--- src/rtl/regfile_wb_arbiter_pkg.sv ---
// Shared write-back types and sizing for the register file write port.
package regfile_wb_arbiter_pkg;

  localparam int XLEN  = 32;
  localparam int NREGS = 32;
  localparam int IDX_W = $clog2(NREGS);

  // Write-back request as produced by the ALU and the load/store unit
  typedef struct packed {
    logic             valid;
    logic [IDX_W-1:0] idx;
    logic [XLEN-1:0]  data;
  } wb_req_t;

  // Round-robin preference: which requester wins the next conflict
  typedef enum logic {
    PTR_ALU = 1'b0,
    PTR_LSU = 1'b1
  } rr_ptr_e;

endpackage

--- src/rtl/regfile_wb_arbiter_rr_arb2.sv ---
// Two-requester round-robin arbiter. Grants are combinational from the
// requests and the pointer; the pointer only moves after a conflict, so a
// lone requester never steals the other side's turn.
module regfile_wb_arbiter_rr_arb2
  import regfile_wb_arbiter_pkg::*;
(
  input  logic clk,
  input  logic rst,
  input  logic i_req0,   // ALU side
  input  logic i_req1,   // LSU side
  output logic o_gnt0,
  output logic o_gnt1
);

  rr_ptr_e r_ptr;
  logic    w_conflict;

  assign w_conflict = i_req0 & i_req1;
  assign o_gnt0     = i_req0 & (~i_req1 | (r_ptr == PTR_ALU));
  assign o_gnt1     = i_req1 & (~i_req0 | (r_ptr == PTR_LSU));

  // Hand preference to the loser after every contested cycle
  always_ff @(posedge clk or posedge rst) begin
    if (rst) begin
      r_ptr <= PTR_ALU;
    end else if (w_conflict) begin
      r_ptr <= (r_ptr == PTR_ALU) ? PTR_LSU : PTR_ALU;
    end
  end

endmodule

--- src/rtl/regfile_wb_arbiter.sv ---
// Write-back arbiter and scoreboard: shares the single register file write
// port between ALU and LSU and tracks registers with writes in flight.
module regfile_wb_arbiter
  import regfile_wb_arbiter_pkg::*;
(
  input  logic             clk,
  input  logic             rst,
  input  logic             i_alu_valid,
  input  logic [IDX_W-1:0] i_alu_idx,
  input  logic [XLEN-1:0]  i_alu_data,
  output logic             o_alu_ready,
  input  logic             i_lsu_valid,
  input  logic [IDX_W-1:0] i_lsu_idx,
  input  logic [XLEN-1:0]  i_lsu_data,
  output logic             o_lsu_ready,
  output logic             o_wb_we,
  output logic [IDX_W-1:0] o_wb_idx,
  output logic [XLEN-1:0]  o_wb_data,
  input  logic             i_iss_valid,
  input  logic [IDX_W-1:0] i_iss_rd,
  input  logic [IDX_W-1:0] i_q_rs1,
  input  logic [IDX_W-1:0] i_q_rs2,
  input  logic [IDX_W-1:0] i_q_rd,
  input  logic             i_q_use_rs1,
  input  logic             i_q_use_rs2,
  input  logic             i_q_use_rd,
  output logic             o_stall,
  output logic [NREGS-1:0] o_busy
);

  wb_req_t          w_alu_req;
  wb_req_t          w_lsu_req;
  wb_req_t          w_sel_req;
  logic             w_alu_gnt;
  logic             w_lsu_gnt;
  logic             w_accept;
  logic [NREGS-1:0] w_busy;

  logic             r_wb_we;
  logic [IDX_W-1:0] r_wb_idx;
  logic [XLEN-1:0]  r_wb_data;
  // Register 0 is hardwired to zero, so it never gets a busy flop
  logic [NREGS-1:1] r_busy;

  assign w_alu_req = '{valid: i_alu_valid, idx: i_alu_idx, data: i_alu_data};
  assign w_lsu_req = '{valid: i_lsu_valid, idx: i_lsu_idx, data: i_lsu_data};

  regfile_wb_arbiter_rr_arb2 u_arb (
    .clk    (clk),
    .rst    (rst),
    .i_req0 (w_alu_req.valid),
    .i_req1 (w_lsu_req.valid),
    .o_gnt0 (w_alu_gnt),
    .o_gnt1 (w_lsu_gnt)
  );

  assign o_alu_ready = w_alu_gnt;
  assign o_lsu_ready = w_lsu_gnt;
  assign w_accept    = w_alu_gnt | w_lsu_gnt;
  assign w_sel_req   = w_lsu_gnt ? w_lsu_req : w_alu_req;

  // Output register: capture the accepted request; writes to x0 are
  // accepted and recorded but never raise the write enable
  always_ff @(posedge clk or posedge rst) begin
    if (rst) begin
      r_wb_we   <= 1'b0;
      r_wb_idx  <= '0;
      r_wb_data <= '0;
    end else if (w_accept) begin
      r_wb_we   <= (w_sel_req.idx != '0);
      r_wb_idx  <= w_sel_req.idx;
      r_wb_data <= w_sel_req.data;
    end else begin
      r_wb_we   <= 1'b0;
    end
  end

  assign o_wb_we   = r_wb_we;
  assign o_wb_idx  = r_wb_idx;
  assign o_wb_data = r_wb_data;

  genvar gi;
  generate
    for (gi = 1; gi < NREGS; gi++) begin : g_busy
      logic w_set;
      logic w_clr;
      assign w_set = i_iss_valid & (i_iss_rd == IDX_W'(gi));
      assign w_clr = w_accept & (w_sel_req.idx == IDX_W'(gi));
      // Issue marks the register busy; an accepted write-back clears it,
      // with a same-cycle issue taking priority over the clear
      always_ff @(posedge clk or posedge rst) begin
        if (rst) begin
          r_busy[gi] <= 1'b0;
        end else if (w_set) begin
          r_busy[gi] <= 1'b1;
        end else if (w_clr) begin
          r_busy[gi] <= 1'b0;
        end
      end
    end
  endgenerate

  assign w_busy = {r_busy, 1'b0};
  assign o_busy = w_busy;

  // RAW on either source or WAW on the destination holds the waiting instruction
  assign o_stall = (i_q_use_rs1 & w_busy[i_q_rs1]) |
                   (i_q_use_rs2 & w_busy[i_q_rs2]) |
                   (i_q_use_rd  & w_busy[i_q_rd]);

endmodule

--- config.mk ---
export PLATFORM = sky130hd
export DESIGN_NAME = regfile_wb_arbiter
export DESIGN_NICKNAME = d
export VERILOG_FILES = /design/src/rtl/regfile_wb_arbiter_pkg.sv /design/src/rtl/regfile_wb_arbiter_rr_arb2.sv /design/src/rtl/regfile_wb_arbiter.sv
export SDC_FILE = /design/constraint.sdc
export NUM_CORES = 1
export LEC_CHECK = 0
export ABC_AREA = 0
export BUFFER_PORTS_ARGS = -buffer_cell sky130_fd_sc_hd__buf_2
export CAP_MARGIN = 25
export CORE_MARGIN = 2
export CORE_UTILIZATION = 48
export DETAILED_ROUTE_END_ITERATION = 10
export GPL_ROUTABILITY_DRIVEN = 0
export MAX_ROUTING_LAYER = met4
export PLACE_DENSITY = 0.81
export SLEW_MARGIN = 40
export SYNTH_ARGS = -nofsm -noshare
export SYNTH_HDL_FRONTEND = slang
export SYNTH_SLANG_ARGS = --single-unit
--- constraint.sdc ---
create_clock -name clk -period 2.25 [get_ports clk]
set_input_delay 0.3375 -clock clk [delete_from_list [all_inputs] [get_ports clk]]
set_output_delay 0.3375 -clock clk [all_outputs]
set_load 0.01 [all_outputs]
## Yosys cells after proc, flatten, opt, wreduce, memory -nomap -nowiden

Index checks and enable logic that the tools add are counted.
Widths: inputs -> output; s select.

| word-level totals | value |
|---|---|
| flip-flop bits (word level) | 70 |
| bits of input ports | 102 |

| cells by class | value |
|---|---|
| magnitude comparators | 3 |
| equal/unequal tests | 62 |
| mux-type cells | 71 |
| bitwise operators | 76 |
| reductions and logical operators | 32 |

Operators with widths:

| cell | number |
|---|---|
| $eq 5x5->1 const B | 32 |
| $eq 5x4->1 const B | 16 |
| $and 1x1->1 | 68 |
| $mux 1 | 67 |
| $reduce_bool 2->1 | 31 |
| $eq 5x3->1 const B | 8 |
| $mux 37 | 1 |
| $eq 5x2->1 const B | 4 |
| $lt 5x6->1 const B | 3 |
| $bmux 1 s5 | 3 |
| $eq 5x1->1 const B | 2 |
| $or 1x1->1 | 5 |
| $reduce_bool 5->1 | 1 |
| $not 1->1 | 3 |

## Longest topological paths before layout

Gate-level depths: netlist of run 1.

| depth | value |
|---|---|
| word-level depth | 8 |
| depth in mapped cells | 7 |
| gate-level depth less buffers | 6 |

## Modules after synthesis

A second synthesis of run 1 with hierarchy kept.

| second synthesis, totals | value |
|---|---|
| cell total of the unflattened synthesis | 422 |
| area, all modules | 4119.0 µm² |

Modules (own cells, without submodules):

| module | instances | cells an instance | area an instance (µm²) | sequential area each (µm²) |
|---|---|---|---|---|
| regfile_wb_arbiter | 1 | 415 | 4058.9 | 1726.7 |
| regfile_wb_arbiter_rr_arb2 | 1 | 7 | 60.1 | 25.0 |

## Worst setup path after synthesis of run 1

Ideal clock, no wire load.

| timing | value |
|---|---|
| kind | input-to-output |
| start | input port i_q_rd[2] |
| end | output port o_stall |
| arrival | 1.851 ns |
| setup slack | 0.062 ns |
| stages | 6 |
| cell sequence | clkbuf_1 -> mux4_1 -> mux2_2 -> nand4_1 -> nand4_1 -> a2111o_1 |

| on the way | value |
|---|---|
| cells in the longest elaborated chain, start to end | 4 |

Ends and longest elaborated chain:

| element | RTL line | source |
|---|---|---|
| start, declared | regfile_wb_arbiter.sv:23 | `input logic [IDX_W-1:0] i_q_rd,` |
| $bmux 1 s5 | regfile_wb_arbiter.sv:109 | `(i_q_use_rd & w_busy[i_q_rd]);` |
| $mux 1 (not written as such) | regfile_wb_arbiter.sv:109 |  |
| $and 1x1->1 | regfile_wb_arbiter.sv:109 |  |
| $or 1x1->1 | regfile_wb_arbiter.sv:108 | `(i_q_use_rs2 & w_busy[i_q_rs2]) \|` |
| end, declared | regfile_wb_arbiter.sv:27 | `output logic o_stall,` |

No other way between the ends. The select of a mux whose other input is x is not followed.

## Final worst setup path of run 1

| timing | value |
|---|---|
| start | register r_busy (netlist bit o_busy[30]) |
| end | output port o_stall |

| on the way | value |
|---|---|
| cells in the longest elaborated chain, start to end | 5 |
| elaborated cells between the ends (all ways) | 11 |

Ends and longest elaborated chain:

| element | RTL line | source |
|---|---|---|
| start, declared | regfile_wb_arbiter.sv:43 | `logic [NREGS-1:1] r_busy;` |
| start signal, assigned by index | regfile_wb_arbiter.sv:93 | `r_busy[gi] <= 1'b0;` |
| start signal, assigned by index | regfile_wb_arbiter.sv:95 | `r_busy[gi] <= 1'b1;` |
| start signal, assigned by index | regfile_wb_arbiter.sv:97 | `r_busy[gi] <= 1'b0;` |
| $bmux 1 s5 (on tied branches) | regfile_wb_arbiter.sv:107, regfile_wb_arbiter.sv:108 |  |
| $mux 1 (on tied branches) | regfile_wb_arbiter.sv:107, regfile_wb_arbiter.sv:108 |  |
| $and 1x1->1 (on tied branches) | regfile_wb_arbiter.sv:107, regfile_wb_arbiter.sv:108 |  |
| $or 1x1->1 | regfile_wb_arbiter.sv:107 | `assign o_stall = (i_q_use_rs1 & w_busy[i_q_rs1]) \|` |
| $or 1x1->1 * | regfile_wb_arbiter.sv:108 |  |

Every way passes the cells marked *; elsewhere a longest branch is shown, timed or not. The select of a mux whose other input is x is not followed.

==> results of run 1 <==
## area by class of cell
cell class	count	area, sq um	area share [%]
Clock buffer	11	151	2.86
Sequential cell	70	1750	33.0
Tap cell	105	131	2.48
Multi-Input combinational cell	330	2110	39.9
Inverter	5	18.8	0.354
Clock inverter	2	10.0	0.189
Timing Repair Buffer	205	1130	21.2
## sequential cells by signal (all words and copies together) (netlist names)
signal / cells
u_arb.r_ptr: 1
o_wb_idx: 5
o_wb_we: 1
o_wb_data: 32
o_busy: 31
## power groups by stage
stage | sequential (uW) | clock, uW | combinational, uW
after floorplan | 2050 | 0 | 850
after global placement | 1900 | 0 | 1870
after detailed placement | 1920 | 0 | 1940
after CTS | 1900 | 888 | 1980
after global routing | 1960 | 928 | 2180
final | 1920 | 875 | 2000
## path summary, 6_finish.rpt
kind	to	start	slack [ns]	cells after the start
setup / recovery	o_stall	o_busy[30]$_DFFE_PP0P_	-0.26	6
setup reg to reg	o_busy[18]$_DFFE_PP0P_	u_arb.r_ptr$_DFFE_PP0P_	0.23	6
hold / removal	o_wb_data[4]$_DFFE_PP0P_	rst	-0.00002	2
hold reg to reg	o_wb_idx[4]$_DFFE_PP0P_	o_wb_idx[4]$_DFFE_PP0P_	0.50	1
min in group clk	o_wb_data[13]$_DFFE_PP0P_	i_lsu_data[13]	0.22	3
max in group asynchronous	o_wb_data[16]$_DFFE_PP0P_	rst	1.71	3
## synth_stat cells, drive strengths merged (2+ instances only)
library cell  count
a211oi            2
a21oi            13
a22oi             4
a311oi            2
a31oi             7
and3              2
buf               9
clkbuf           15
clkinv            2
dfrtp            70
inv               3
mux2              5
mux2i            23
mux4             11
nand2            27
nand2b            8
nand3            17
nand3b            3
nand4             4
nor2             71
nor2b             6
nor3              3
nor3b             2
nor4b             4
nor4bb            2
o2111ai           3
o21ai            56
o221a             3
o221ai            3
o22ai            29
o31ai             3
o41ai             4
or2               2
## per-stage QoR
stage	std cells	setup WS [ns]	total power, uW	hold WS [ns]
floorplan	429	0.0615	2900	0.479
global placement	712	-0.0898	3770	0.376
detailed placement	712	-0.0982	3860	0.378
CTS	728	-0.243	4770	0.00655
global route	728	-0.318	5070	0.0259
finish	728	-0.263	4790	-0.0000197
## per-layer routing
metal | track usage (%) | share of wire [%]
met1 | 35.4 | 37
met3 | 4.74 | 8.5
met2 | 51.4 | 51
met5 | - | 0
met4 | 14.4 | 3.4
## logic make-up (layout without fill, tap and decap cells)
family                 count (synthesis)  count (layout)  synth area share [%]
flip-flops                            70              70                  43.8
other                                  1               1                0.0938
XOR/XNOR                               1               1                 0.219
buffers and inverters                 29             223                  3.29
AND/OR/NAND/NOR                      153             153                  17.9
AO/OA/AOI/OAI                        136             136                  21.0
multiplexers                          39              39                  13.7
## worst register-to-register path, cell delays in order, from the launching register on
cell                       delay (ns)
sky130_fd_sc_hd__dfrtp_1         0.41
sky130_fd_sc_hd__nand2b_1        0.25
sky130_fd_sc_hd__nand2_1         0.19
sky130_fd_sc_hd__clkinv_1        0.14
sky130_fd_sc_hd__o31a_1          0.36
sky130_fd_sc_hd__o41ai_1         0.39
sky130_fd_sc_hd__o21ai_0         0.15
## timing repair
item,4_1_cts,5_1_grt
buffers inserted,3,0
resized for setup,5,1
hold endpoints to repair,0,0
setup endpoints to repair,1,2
pin swaps,4,0
==> summary.txt, run 1 <==
Power
  – Leakage dissipation: 0.00249 uW
  – Power share of the clock group: 18.3%
  – Net switching component of the power: 1810 uW
  – Max IR drop VDD: 455 uV
  – Register share of total power: 40.0%
  – Switching share of power: 37.8%
  – Internal power: 2980 uW
  – PwrDens: 903 mW/mm^2
  – Relative contribution of combinational cells to total power: 41.7%

Cells and area
  – Final design area excluding fillers: 0.00530 sq mm
  – Signed area change from the synthesized netlist to the final layout: 32.7%
  – Commonest non-fill, non-tap cells in the layout: sky130_fd_sc_hd__buf_2, sky130_fd_sc_hd__nor2_1, sky130_fd_sc_hd__dfrtp_1
  – Fill cell total of the finished layout: 682
  – Core Util, Final: 65.2%
  – Share of cells above drive strength 1: 38.5%
  – Total number of nets in the final design: 723
  – Antenna diode count: 0
  – Leading cell type in the layout, fill and taps excluded: sky130_fd_sc_hd__buf_2

Synthesis
  – Biggest area consumer among synthesized cells: sky130_fd_sc_hd__dfrtp_1
  – Number of nets in the synthesized netlist: 531
  – Post-synth EDFFs: 0
  – Fraction of registers with async set/reset: 100%
  – Count of cell types in the netlist: 49
  – Post-synthesis register bit count: 70
  – Top FF cell, synth: sky130_fd_sc_hd__dfrtp_1
  – Cell count after synthesis: 429
  – Mean instance size in the synthesized netlist: 9.32 sq um
  – Syn Std Cell Area: 0.00400 sq mm
  – Share of synthesized area occupied by flip-flops and latches: 43.8%
  – Count of synthesis-stage warnings from yosys: 0
  – Cell types with the largest area share after synthesis: sky130_fd_sc_hd__dfrtp_1, sky130_fd_sc_hd__o21ai_0, sky130_fd_sc_hd__nor2_1
  – Portion of synthesized cell area occupied by the leading cell type: 43.8%

Timing
  – Final Hold Violating Endpoints: 1
  – Minimum clock period after layout: 2.51 ns
  – Share of the cycle needed by the critical path after routing: 112%
  – Worst clock skew: 0.00735 ns
  – Final sum of negative setup slack: -0.263 ns
  – Highest attainable clock frequency: 398 MHz
  – Max-slew violation total from the final report: 0
  – Max-slew headroom at the worst pin: 51.0%
  – Number of setup violations in the final report: 1
  – Final worst-path setup slack: -0.263 ns
  – Worst hold slack: -0.0000197 ns
  – RSZ-0062 raised after global routing: yes
  – Slew @ Worst Pin: 0.732 ns

Drt
  – Post-route DRC violation count: 0
  – Vias: 4,420
  – ANT nets after route: 0
  – Post-detailed-routing wire length: 13,300 um
  – Number of iterations in the first detailed-routing pass: 5
  – Average detailed-routed wire length per instance: 18.3 um
  – Via-per-instance ratio: 6.07
  – Initial DRC count: 315

Setup path
  – Worst-path cell chain: mux4_2 -> mux2_4 -> nand4_1 -> nand4_1 -> a2111o_1 -> buf_2
  – Data arrival time of the worst path: 2.18 ns
  – Library cell contributing the largest single delay on the critical path: sky130_fd_sc_hd__mux4_2
  – Start-to-end type of the worst setup path: reg2out
  – Data required time of the worst path: 1.91 ns
  – Critical Path End Type: primary output
  – Largest fanout on the critical path: 2
  – Count of buffering cells on the critical path with inverters included: 1
  – Top cell family by delay on the critical path: multiplexers
  – Most frequent cell on the critical path: sky130_fd_sc_hd__nand4_1
  – Startpoint kind of the worst setup timing path: flop
  – Slowest stage delay, CP: 0.47 ns

Place
  – Area of placed instances: 0.00511 sq mm
  – Half-perimeter wire length of the detailed placement result: 10,300 um
  – PortBufs: 173

Floorplanning
  – Row Count: 33
  – Total Die Area: 0.00907 sq mm
  – Vertical die dimension: 95.2 um
  – Count of boundary I/O pins: 175
  – Initial core utilization: 49.1%
  – Core Box Area: 0.00813 sq mm
  – Width of the die: 95.2 um

Run status
  – Failing checks: hold timing, setup timing
  – Result of the run: finished with violations

Clock tree
  – Maximum clock path buffer count: 2
  – Clock tree from TritonCTS: done
  – Clock root buffer master: sky130_fd_sc_hd__clkbuf_8
  – Clock latency on the worst-skew pair: 0.34 ns
  – Clock Sinks: 70
  – Number of H-tree levels: 3
  – Clock transition at the registers of the reported paths: 0.07 ns
  – Clock buffer count from CTS: 9
  – Hold buffers post-CTS: 0

Global routing
  – Antenna violations before repair: 0
  – Wire length of the first global-routing pass: 20,600 um
  – Largest net degree at the start of global routing: 37
  – Total global routing overflow: 0
  – GRT Overall Usage: 30.3%
  – Vias in the first global route: 4,216

Worst hold path
  – Hold/Removal Path Class: in2async

Job
  – Max-capacitance violation count: 0
Power figures use the tool's default switching activity.
==> run 2: changes to the inputs <==
- ABC_AREA: 0 -> 1
- CORE_UTILIZATION: 48 -> 49
==> summary.txt, run 2 <==
Cells and area
  – Leading cell type in the layout, fill and taps excluded: sky130_fd_sc_hd__nand2_1
  – Total number of nets in the final design: 888 (+23%)
  – Commonest non-fill, non-tap cells in the layout: sky130_fd_sc_hd__nand2_1, sky130_fd_sc_hd__buf_2, sky130_fd_sc_hd__nand3_1
  – Signed area change from the synthesized netlist to the final layout: 26.1%
  – Fill cell total of the finished layout: 794 (+16%)
  – Area of the multi-input gates: 0.00222 sq mm (+4.9%)
  – Number of flip-flops under the largest register name: 32 (unchanged)
  – Share of cells above drive strength 1: 27.9% (-11 points)
  – Combined flip-flop and latch cell area: 0.00175 sq mm (unchanged)
  – Antenna diode count: 0 (unchanged)

Run status
  – Result of the run: finished, final reports clean

Setup path
  – Startpoint kind of the worst setup timing path: flop
  – Data arrival time of the worst path: 1.74 ns (-0.44 ns)
  – Data required time of the worst path: 1.91 ns (about the same)
  – Worst-path cell chain: or2_2 -> nand3_1 -> nand3_1 -> nand3_1 -> nand3b_1 -> nand3_1 -> nand3_1 -> buf_2
  – Most frequent cell on the critical path: sky130_fd_sc_hd__nand3_1
  – Start-to-end type of the worst setup path: reg2out
  – Worst reg2reg setup slack: 0.48 ns (+0.25 ns)
  – Slowest stage delay, CP: 0.46 ns (about the same)
  – Largest fanout on the critical path: 5 (+3)
  – Critical Path End Type: primary output
  – Library cell contributing the largest single delay on the critical path: sky130_fd_sc_hd__dfrtp_1

Clock tree
  – Clock buffer count from CTS: 9 (unchanged)
  – Clock Sinks: 70 (unchanged)
  – Clock tree from TritonCTS: done
  – Clock transition at the registers of the reported paths: 0.09 ns (+0.02 ns)
  – Hold buffers post-CTS: 0 (unchanged)
  – Clock latency on the worst-skew pair: 0.35 ns (about the same)
  – Number of instances resized during post-cts repair: 0 (-5)
  – Number of H-tree levels: 3 (unchanged)
  – Maximum clock path buffer count: 2 (unchanged)
  – Clock root buffer master: sky130_fd_sc_hd__clkbuf_8
  – Number of buffers inserted by post-CTS setup repair: 0 (-3)

Timing
  – Number of setup violations in the final report: 0 (-1)
  – Final Hold Violating Endpoints: 0 (-1)
  – Minimum clock period after layout: 2.07 ns (-0.439 ns)
  – Final sum of negative setup slack: 0 ns (+0.263 ns)
  – Final worst-path setup slack: 0.177 ns (+0.439 ns)
  – Worst clock skew: 0.00670 ns (-0.000653 ns)
  – RSZ-0062 raised after global routing: no
  – Highest attainable clock frequency: 482 MHz (+21%)
  – Max-slew headroom at the worst pin: 62.9% (+12 points)
  – Share of the cycle needed by the critical path after routing: 92.1% (-20 points)
  – Slew @ Worst Pin: 0.556 ns (-0.176 ns)
  – Max-slew violation total from the final report: 0 (unchanged)

Synthesis
  – Post-synthesis register bit count: 70 (unchanged)
  – Syn Std Cell Area: 0.00432 sq mm (+8.2%)
  – Cell count after synthesis: 622 (+45%)
  – Number of nets in the synthesized netlist: 724 (+36%)
  – Fraction of registers with async set/reset: 100% (unchanged)
  – Cell types with the largest area share after synthesis: sky130_fd_sc_hd__dfrtp_1, sky130_fd_sc_hd__nand2_1, sky130_fd_sc_hd__nand3_1
  – Count of cell types in the netlist: 27 (-45%)
  – Mean instance size in the synthesized netlist: 6.95 sq um (-25%)
  – Cell with the most instances after synthesis: sky130_fd_sc_hd__nand2_1
  – Post-synth EDFFs: 0 (unchanged)
  – Top FF cell, synth: sky130_fd_sc_hd__dfrtp_1
  – Portion of synthesized cell area occupied by the leading cell type: 40.5% (-3.3 points)
  – Biggest area consumer among synthesized cells: sky130_fd_sc_hd__dfrtp_1
  – Count of synthesis-stage warnings from yosys: 0 (unchanged)
  – Post-synth top cells: sky130_fd_sc_hd__nand2_1, sky130_fd_sc_hd__nand3_1, sky130_fd_sc_hd__dfrtp_1
  – Share of synthesized area occupied by flip-flops and latches: 40.5% (-3.3 points)

Global routing
  – Total global routing overflow: 0 (unchanged)
  – Wire length of the first global-routing pass: 22,300 um (+8.6%)
  – Vias in the first global route: 4,801 (+14%)
  – GRT Overall Usage: 29.4% (-0.91 points)
  – Antenna violations before repair: 0 (unchanged)
  – Largest net degree at the start of global routing: 71 (+92%)

Drt
  – Number of iterations in the first detailed-routing pass: 6 (+1)
  – Average detailed-routed wire length per instance: 15.1 um (-18%)
  – Vias: 4,896 (+11%)
  – Initial DRC count: 450 (+43%)
  – ANT nets after route: 0 (unchanged)
  – Post-route DRC violation count: 0 (unchanged)
  – Post-detailed-routing wire length: 13,600 um (+1.8%)
  – Via-per-instance ratio: 5.45 (-10%)

Floorplanning
  – Vertical die dimension: 97.9 um (+2.8%)
  – Row Count: 34 (+3.0%)
  – Total Die Area: 0.00959 sq mm (+5.7%)
  – Core Box Area: 0.00864 sq mm (+6.2%)
  – Width of the die: 97.9 um (+2.8%)
  – Count of boundary I/O pins: 175 (unchanged)
  – Initial core utilization: 50.1% (+0.93 points)

Power
  – Max IR drop VDD: 529 uV (+16%)
  – Leakage dissipation: 0.00297 uW (+19%)
  – PwrDens: 967 mW/mm^2 (+7.0%)
  – Overall power of the completed layout: 5270 uW (+10%)

Place
  – PortBufs: 173 (unchanged)
  – Post-Place Worst Slack: 0.305 ns (+0.403 ns)
  – Half-perimeter wire length of the detailed placement result: 10,300 um (-0.43%)

Worst hold path
  – Hold/Removal Path Class: in2async

Job
  – Max-capacitance violation count: 0 (unchanged)
-- run 2: path summary, 6_finish.rpt --
kind	startpoint	cells past startpoint	end
setup / recovery	o_busy[4]$_DFFE_PP0P_	8	o_stall
hold / removal	rst	3	o_wb_data[1]$_DFFE_PP0P_
setup reg to reg	u_arb.r_ptr$_DFFE_PP0P_	7	o_busy[31]$_DFFE_PP0P_
hold reg to reg	o_wb_data[13]$_DFFE_PP0P_	2	o_wb_data[13]$_DFFE_PP0P_
max in group asynchronous	rst	3	o_busy[17]$_DFFE_PP0P_
min in group clk	i_lsu_data[11]	3	o_wb_data[11]$_DFFE_PP0P_
-- run 2: power by group --
part / internal (uW) / leakage (uW) / switching [uW] / total [uW]
Sequential: 1660 / 0.000847 / 522 / 2180
Combinational: 842 / 0.00203 / 1320 / 2160
Clock: 411 / 0.0000866 / 525 / 936
-- run 2: cells by family (layout without fill, tap and decap cells) --
logic type | count (synthesis) | after routing | share of synthesized area, %
multiplexers | 32 | 32 | 7.41
flip-flops | 70 | 70 | 40.5
buffers and inverters | 89 | 258 | 8.39
AND/OR/NAND/NOR | 355 | 355 | 34.2
AO/OA/AOI/OAI | 74 | 74 | 9.23
other | 1 | 1 | 0.0867
XOR/XNOR | 1 | 1 | 0.203
-- run 2: per-layer routing --
metal,vias to the layer above,track usage [%],part of all wire (%)
met5,-,-,0
met4,0,13.4,3.9
met3,57,4.51,8.7
met2,311,48.8,49
met1,2217,35.5,39
li1,2311,-,-
-- run 2: metrics by stage --
step / area [sq um] / std cells / utilization, % / hold WS, ns
finish: 5450 / 899 / 63.1 / 0.0429
global route: 5450 / 899 / 63.1 / 0.0843
CTS: 5450 / 899 / 63.1 / 0.0565
detailed placement: 5270 / 883 / 61.1 / 0.442
global placement: 5270 / 883 / 61.1 / 0.439
floorplan: 4320 / 622 / - / 0.445
-- run 2: final cells by class --
cell class,instances,area share [%]
multi-input cells,463,40.6
flip-flops and latches,70,32.1
repair buffers,182,17.3
inverters,60,4.13
well taps,108,2.48
clock buffers,9,2.27
clock inverters,7,1.01
-- run 2: worst max-delay path, delay by kind of cell, from the launching register on --
kind / cells / cell delay (ns)
flip-flops: 1 / 0.46
buffers and inverters: 1 / 0.14
AND/OR/NAND/NOR: 7 / 0.78
==> run 3: changes to the inputs <==
- RECOVER_POWER: not set -> 25
- SETUP_SLACK_MARGIN: not set -> 0.2
==> summary.txt, run 3 (synthesized netlist as in run 2, its figures left out) <==
Timing
  – Max-slew violation total from the final report: 71 (+71)
  – Slew @ Worst Pin: 1.70 ns (+1.14 ns)
  – Number of setup violations in the final report: 0 (unchanged)
  – Worst clock skew: 0.00721 ns (+0.000520 ns)
  – Final sum of negative setup slack: 0 ns (unchanged)
  – RSZ-0062 raised after global routing: no
  – Minimum clock period after layout: 1.99 ns (-0.0791 ns)
  – Share of the cycle needed by the critical path after routing: 88.6% (-3.5 points)
  – Max-slew headroom at the worst pin: -13.3% (-76 points)
  – Highest attainable clock frequency: 501 MHz (+4.0%)
  – Worst hold slack: 0.276 ns (+0.233 ns)
  – Final worst-path setup slack: 0.256 ns (+0.0791 ns)
  – Final Hold Violating Endpoints: 0 (unchanged)

Power
  – Power share of the clock group: 18.6% (+0.8 points)
  – Overall power of the completed layout: 5480 uW (+4.0%)
  – Leakage dissipation: 0.00303 uW (+2.1%)
  – Register share of total power: 38.8% (-2.5 points)
  – Net switching component of the power: 2360 uW (-0.26%)
  – PwrDens: 975 mW/mm^2 (+0.81%)
  – Switching share of power: 43.0% (-1.9 points)
  – Relative contribution of combinational cells to total power: 42.6% (+1.7 points)
  – Internal power: 3130 uW (+7.5%)
  – Max IR drop VDD: 454 uV (-14%)

Drt
  – Number of iterations in the first detailed-routing pass: 6 (unchanged)
  – ANT nets after route: 0 (unchanged)
  – Vias: 4,979 (+1.7%)
  – Initial DRC count: 432 (-4.0%)
  – Via-per-instance ratio: 5.49 (+0.80%)
  – Post-detailed-routing wire length: 13,600 um (+0.26%)
  – Post-route DRC violation count: 0 (unchanged)
  – Average detailed-routed wire length per instance: 15.0 um (-0.63%)

Clock tree
  – Clock Sinks: 70 (unchanged)
  – Hold buffers post-CTS: 0 (unchanged)
  – Clock buffer count from CTS: 9 (unchanged)
  – Number of H-tree levels: 3 (unchanged)
  – Clock root buffer master: sky130_fd_sc_hd__clkbuf_8
  – Clock transition at the registers of the reported paths: 0.08 ns (about the same)
  – Maximum clock path buffer count: 2 (unchanged)
  – Clock tree from TritonCTS: done
  – Clock latency on the worst-skew pair: 0.35 ns (about the same)

Setup path
  – Worst-path cell chain: inv_1 -> nand2_1 -> nand3_1 -> nand3_1 -> nand3_2 -> nand3b_1 -> nand3_2 -> nand3_2 -> buf_2
  – Count of buffering cells on the critical path with inverters included: 2 (+1)
  – Largest fanout on the critical path: 3 (-2)
  – Startpoint kind of the worst setup timing path: flop
  – Most frequent cell on the critical path: sky130_fd_sc_hd__nand3_2
  – Start-to-end type of the worst setup path: reg2out
  – Top cell family by delay on the critical path: simple AND/OR/NAND/NOR gates
  – Data arrival time of the worst path: 1.66 ns (-0.08 ns)
  – Critical Path End Type: primary output
  – Data required time of the worst path: 1.91 ns (about the same)
  – Library cell contributing the largest single delay on the critical path: sky130_fd_sc_hd__dfrtp_1
  – Slowest stage delay, CP: 0.42 ns (-0.04 ns)

Cells and area
  – Leading cell type in the layout, fill and taps excluded: sky130_fd_sc_hd__nand2_1
  – Number of flip-flops under the largest register name: 32 (unchanged)
  – Total number of nets in the final design: 896 (+0.90%)
  – Core Util, Final: 65.2% (+2.0 points)
  – Share of cells above drive strength 1: 31.3% (+3.3 points)
  – Signed area change from the synthesized netlist to the final layout: 30.2%
  – Antenna diode count: 0 (unchanged)
  – Commonest non-fill, non-tap cells in the layout: sky130_fd_sc_hd__nand2_1, sky130_fd_sc_hd__buf_2, sky130_fd_sc_hd__dfrtp_1

Global routing
  – Vias in the first global route: 4,790 (-0.23%)
  – Met2 routing resource usage after global routing: 46.8% (-2.0 points)
  – Wire length of the first global-routing pass: 21,800 um (-2.4%)
  – GRT met3 Usage: 5.65% (+1.1 points)
  – GRT Overall Usage: 28.7% (-0.70 points)
  – Total global routing overflow: 0 (unchanged)
  – Met1 usage in global routing: 34.7% (-0.78 points)
  – Largest net degree at the start of global routing: 74 (+4.2%)
  – Most used routing layer in global routing: met2
  – Antenna violations before repair: 0 (unchanged)

Floorplanning
  – Initial core utilization: 50.1% (unchanged)
  – Core Box Area: 0.00864 sq mm (unchanged)
  – Row Count: 34 (unchanged)
  – Vertical die dimension: 97.9 um (unchanged)
  – Width of the die: 97.9 um (unchanged)
  – Count of boundary I/O pins: 175 (unchanged)
  – Total Die Area: 0.00959 sq mm (unchanged)

Place
  – Post-Place Worst Slack: 0.273 ns (-0.0324 ns)
  – PortBufs: 173 (unchanged)
  – Half-perimeter wire length of the detailed placement result: 10,000 um (-2.7%)

Run status
  – Failing checks: capacitance limit, slew limit
  – Result of the run: finished with violations

Job
  – Max-capacitance violation count: 1 (+1)

Worst hold path
  – Hold/Removal Path Class: in2reg
[run 3: changes by cell type in the layout (fill, tap and decap cells not counted), sizes merged]
cell / change
clkinvlp: +3
bufinv: +1
inv: -4
buf: +5
clkinv: +1
clkbuf: +2
[run 3: path summary, 6_finish.rpt]
kind | cells past startpoint | slack [ns] | from | to
worst min register to register | 2 | 0.48 | o_wb_idx[3]$_DFFE_PP0P_ | o_wb_idx[3]$_DFFE_PP0P_
max in group asynchronous | 3 | 0.54 | rst | o_busy[26]$_DFFE_PP0P_
worst max register to register | 7 | 0.43 | u_arb.r_ptr$_DFFE_PP0P_ | o_busy[17]$_DFFE_PP0P_
worst min-delay path | 3 | 0.28 | i_lsu_data[2] | o_wb_data[2]$_DFFE_PP0P_
min in group asynchronous | 3 | 0.59 | rst | o_wb_data[4]$_DFFE_PP0P_
worst max-delay path | 9 | 0.26 | o_busy[3]$_DFFE_PP0P_ | o_stall
[run 3: final cells by class]
type,instances,area [sq um]
Timing Repair Buffer,189,1000
Sequential cell,70,1750
Multi-Input combinational cell,463,2300
Clock inverter,7,72.6
Clock buffer,9,124
Fill cell,761,3010
Timing Repair inverter,1,7.51
Tap cell,108,135
Inverter,60,233
[run 3: stage by stage]
stage,area (sq um),instances
final,5630,907
after global routing,5630,907
after CTS,5470,898
after detailed placement,5270,882
after global placement,5270,882
after floorplan,4330,622
[run 3: power groups by stage]
| stage | Clock (uW) | Sequential, uW | Combinational, uW |
|---|---|---|---|
| after floorplan | 0 | 2170 | 1160 |
| after global placement | 0 | 2110 | 2060 |
| after detailed placement | 0 | 2120 | 2140 |
| after CTS | 1030 | 2100 | 2150 |
| after global routing | 1100 | 2160 | 2590 |
| final | 1020 | 2130 | 2340 |
[run 3: repair_timing]
item,4_1_cts,5_1_grt
buffers inserted,0,8
setup endpoints to repair,1,1
pin swaps,0,14
resized for setup,1,29
gates cloned,0,1
[run 3: per-layer routing]
layer	up-vias	part of all wire, %
li1	2324	-
met1	2261	39
met2	329	48
met3	65	8.9
met4	0	4.1
met5	-	0
[run 3: worst min-delay path, stage by stage]
cell                      delay, ns
sky130_fd_sc_hd__buf_2         0.07
sky130_fd_sc_hd__mux2i_1       0.05
sky130_fd_sc_hd__o21ai_0       0.13
